[config.mk]
export PLATFORM = sky130hd
export DESIGN_NAME = pc_sequencer
export DESIGN_NICKNAME = d
export VERILOG_FILES = /design/src/rtl/pc_sequencer.sv
export SDC_FILE = /design/constraint.sdc
export NUM_CORES = 1
export LEC_CHECK = 0
export CAP_MARGIN = 10
export CELL_PAD_IN_SITES_DETAIL_PLACEMENT = 0
export CELL_PAD_IN_SITES_GLOBAL_PLACEMENT = 2
export CORE_MARGIN = 2
export CORE_UTILIZATION = 36
export CTS_CLUSTER_DIAMETER = 200
export DETAILED_ROUTE_END_ITERATION = 10
export DONT_BUFFER_PORTS = 1
export HOLD_SLACK_MARGIN = 0.06
export PLACE_DENSITY_LB_ADDON = 0.2
export SYNTH_ARGS = -nofsm -noshare
export SYNTH_HDL_FRONTEND = slang
export SYNTH_SLANG_ARGS = --single-unit
[constraint.sdc]
create_clock -name clk -period 3.2 [get_ports clk]
set_input_delay 0.64 -clock clk [delete_from_list [all_inputs] [get_ports clk]]
set_output_delay 0.64 -clock clk [all_outputs]
set_load 0.02 [all_outputs]
[src/rtl/pc_sequencer.sv]
// PC register and instruction-fetch sequencer: req/ack IM fetch, delayed-slot redirects, stall and exceptions.
// Optional macro PCSEQ_ALIGN_CHK_EN adds align_err and traps misaligned redirect targets.
module pc_sequencer #(
    parameter logic [31:0] RESET_PC   = 32'h0000_3000,
    parameter logic [31:0] EXC_VECTOR = 32'h0000_4180
) (
    input  logic        clk,
    input  logic        reset,
    output logic [31:0] pc_out,
    output logic [1:0]  npc_op,
    input  logic [31:0] npc_in,
    input  logic        br_valid,
    input  logic [1:0]  br_op,
    input  logic        stall,
    output logic        im_req,
    input  logic        im_ack,
    output logic        if_valid,
    input  logic        exc_req,
    output logic [31:0] epc,
    output logic        redir_drop
`ifdef PCSEQ_ALIGN_CHK_EN
    ,
    output logic        align_err
`endif
);

    typedef enum logic [1:0] {
        S_IDLE  = 2'd0,
        S_FETCH = 2'd1,
        S_VALID = 2'd2
    } state_t;

    state_t      state, state_d;
    logic [31:0] pc_d, epc_d, pend_tgt, pend_tgt_d;
    logic        pend_v, pend_v_d;
    logic        align_d;

    always_ff @(posedge clk or posedge reset) begin
        if (reset) begin
            state    <= S_IDLE;
            pc_out   <= RESET_PC;
            epc      <= '0;
            pend_v   <= 1'b0;
            pend_tgt <= '0;
        end else begin
            state    <= state_d;
            pc_out   <= pc_d;
            epc      <= epc_d;
            pend_v   <= pend_v_d;
            pend_tgt <= pend_tgt_d;
        end
    end

`ifdef PCSEQ_ALIGN_CHK_EN
    always_ff @(posedge clk or posedge reset) begin
        if (reset) align_err <= 1'b0;
        else       align_err <= align_d;
    end
`endif

    // NOTE: every combinational output gets a default first so no path can infer a latch.
    always_comb begin
        state_d    = state;
        pc_d       = pc_out;
        epc_d      = epc;
        pend_v_d   = pend_v;
        pend_tgt_d = pend_tgt;
        im_req     = 1'b0;
        if_valid   = 1'b0;
        redir_drop = 1'b0;
        align_d    = 1'b0;
        npc_op     = br_valid ? br_op : 2'b00;

        case (state)
            S_IDLE:  state_d = S_FETCH;
            S_FETCH: begin
                im_req = 1'b1;
                if (im_ack) state_d = S_VALID;
            end
            S_VALID: begin
                if_valid = 1'b1;
                if (!stall) begin
                    state_d = S_FETCH;
                    if (pend_v) begin
                        pc_d     = pend_tgt;
                        pend_v_d = 1'b0;
`ifdef PCSEQ_ALIGN_CHK_EN
                        if (pend_tgt[1:0] != 2'b00) begin
                            epc_d   = pend_tgt;
                            pc_d    = EXC_VECTOR;
                            state_d = S_IDLE;
                            align_d = 1'b1;
                        end
`endif
                    end else begin
                        pc_d = pc_out + 32'd4;
                    end
                end
            end
            default: state_d = S_IDLE;
        endcase

        // Redirect capture; a second redirect while one is pending is dropped.
        if (state != S_IDLE && br_valid) begin
            if (pend_v) begin
                redir_drop = 1'b1;
            end else begin
                pend_tgt_d = npc_in;
                pend_v_d   = 1'b1;
`ifdef PCSEQ_ALIGN_CHK_EN
                if (npc_in[1:0] != 2'b00) begin
                    epc_d    = npc_in;
                    pc_d     = EXC_VECTOR;
                    pend_v_d = 1'b0;
                    state_d  = S_IDLE;
                    align_d  = 1'b1;
                end
`endif
            end
        end

        // Exception overrides any acceptance, ack or redirect in the same cycle.
        if (state != S_IDLE && exc_req) begin
            epc_d      = pc_out;
            pc_d       = EXC_VECTOR;
            pend_v_d   = 1'b0;
            state_d    = S_IDLE;
            redir_drop = 1'b0;
            align_d    = 1'b0;
        end
    end

endmodule

==> run summary <==
Syn Nets = 446
most common cell in the netlist = dfrtp_1
kind of end point of the critical path = register
WS Path Type = register to register
TritonCTS clock tree = yes
root buf cell = clkbuf_16
crit path max fanout = 7
Rows = 41
global-route met2 utilization = 26.6%
Ant. Diodes = 0
GRT Util Overall = 17.9%
# H-tree levels = 3
outcome = complete, no violations
HPWL Detailed = 8.14 mm
Clock Path Buffers = 2
drt drc = 0
Top delay family on crit path = simple AND/OR/NAND/NOR gates
post-synthesis sequential area ratio = 54.0%
Async SR Flop Fraction = 100%
Post-CTS Setup Bufs = 0
flop and latch count out of synthesis = 99
Layout Cells excl Fill = 580
GRT met1 Usage = 25.0%
WL/cell = 20.4 µm
number of max-cap violations = 0
synthesized instance count = 405
final slew viol count = 0
GRT busiest layer = met2
Ys Warns = 0
top post-synthesis cells by area = dfrtp_1 (53%), mux2_2 (15%), o21ai_0 (3.4%), nand2_1 (2.5%), a22oi_1 (2.1%)
PD cells = 674 nW/µm²
endpoints failing hold = 0
crit path cell chain = ha_1 -> nand4_1 -> nor4_4 -> a31oi_1 -> o21ai_1 -> o211ai_1
Starting Density = 36.7%
reg-to-reg startpoint = pc_out[2]
Primary FF master, synth = dfrtp_1
worst relative slew slack = 57.4%
via/cell ratio = 5.59
EDFF count, synth = 0
Post-Syn Area per Cell = 11.3 µm²
initial antenna violation count = 0
Die W = 117 µm
Max stage delay on crit path = 0.58 ns
FILL cells = 1246
met3 Use GR = 5.36%
final layout net count = 444
biggest area consumer among synthesized cells = dfrtp_1
final setup violation count = 0
data required time at the worst endpoint = 3.43 ns
drt first pass iters = 4
Worst Hold Class = input port to async pin
fin util = 40.8%
CTS Buf Count = 9
I/O pins = 109
vias in the first global route = 3200
Die Height = 117 µm
core footprint = 12500 µm²
top post-synthesis cells by count = dfrtp_1 (97), mux2_2 (60), o21ai_0 (31)
Lkg Pwr = 2.11 nW
DR vias = 3240
total clock sinks = 99
Setup TNS Final = 0 ns
fmax = 433 MHz
Synth top area share = 52.9%
placed cells = 564
Layout area overhead = 11.3%
die area = 13700 µm²
Critical Path Source Type = register
CP bufs+invs = 0
slowest cell on the critical path = nor4_4
footprint of the multi-input gates = 1990 µm²
number of port buffers = 0
fin crit share = 72.2%
Cell Area, Synth = 4590 µm²
first-pass GRT wire length = 18.3 mm
Worst EP arrival = 2.54 ns
overflow left after global routing = 0
Iter 0 DRT Violations = 116
FF+latch area = 2480 µm²
Clock Skew = 0.00878 ns
RSZ-0062 raised after global routing = false
share of cells above drive strength 1 = 24.5%
crit path time final = 2.31 ns
Antenna Violating Nets Remaining = 0
CTS clk-pin slew, worst paths = 0.07 ns
Synth cell types = 46
Routability Congestion = 0.816
final WL = 11.8 mm
largest net degree at the start of global routing = 60
smallest hold slack = 0.0866 ns
Tightest Pin Transition = 0.634 ns
Hold-fix buffers, CTS = 0
CTS resizes = 0
VDD IR max = 274 µV
Clock Latency Late Sink = 0.35 ns
CP Launch Point = pc_out[2]
[stage by stage]
step	total power, mW	setup slack, ns	cell area, µm²
after floorplan	2.20	1.19	4600
after global placement	2.38	0.924	4810
after detailed placement	2.39	0.904	4810
after CTS	3.49	0.896	5110
after global routing	3.64	0.677	5110
final	3.44	0.888	5110
[final timing paths]
| check | end | slack [ns] | depth (start not counted) |
|---|---|---|---|
| setup / recovery | pc_out[30] | 0.89 | 6 |
| hold / removal | epc[3] | 0.09 | 1 |
| setup reg to reg | pc_out[30] | 0.89 | 6 |
| hold reg to reg | pc_out[21] | 0.49 | 2 |
| max in group asynchronous | pc_out[13] | 2.40 | 2 |
| min in group clk | state[1] | 0.36 | 1 |
[cell families (layout without fill, tap and decap cells)]
kind of cell	count (synthesis)	count (layout)	share of synthesized area, %
fa+ha+maj	1	1	0.272
xor+xnor	5	5	0.954
compound gates	94	94	12.2
buf+inv	29	32	2.97
simple gates	114	114	14.2
mux	63	63	15.4
flops	99	99	54.0
[placed cells by master, fill, tap and decap left out, drive strengths merged, types with 2 or more instances in the layout]
| cell | n |
|---|---|
| dfrtp | 97 |
| mux2 | 60 |
| o21ai | 47 |
| nand2 | 30 |
| nor2 | 26 |
| nand3 | 16 |
| a21oi | 15 |
| a22oi | 13 |
| clkbuf | 13 |
| nand4 | 12 |
| buf | 9 |
| nor3 | 7 |
| inv | 6 |
| nor4 | 6 |
| xor2 | 5 |
| and3 | 4 |
| o22ai | 3 |
| o211ai | 3 |
| a31oi | 3 |
| or3 | 3 |
| mux2i | 3 |
| and2 | 3 |
| clkinvlp | 3 |
| o22a | 2 |
| a32oi | 2 |
| o311ai | 2 |
| a221o | 2 |
| a22o | 2 |
| dfstp | 2 |
[metal layers]
metal | up-vias | share of wire (%)
met4 | 0 | 1.3
met3 | 10 | 6.9
met5 | - | 0
li1 | 1487 | -
met1 | 1641 | 47
met2 | 102 | 45
[state kept, by name, indices dropped and copies added (netlist names)]
name      cells
epc          32
pc_out       32
pend_tgt     32
pend_v        1
state         2
[where the power goes]
part / leakage, nW / internal, mW / switching, mW
clock: 0.144 / 0.611 / 0.473
combinational: 0.696 / 0.311 / 0.332
sequential: 1.27 / 1.50 / 0.218
total: 2.11 / 2.42 / 1.02
[final cells by class]
type                       count  area share (%)
tap                          172            4.21
timing repair buffer           9            1.81
multi-input combinational    277            39.0
clock inverter                 3           0.392
inverter                       7           0.588
clock buffer                  13            5.49
sequential                    99            48.5
No activity file was read; power rests on OpenSTA's default activity.
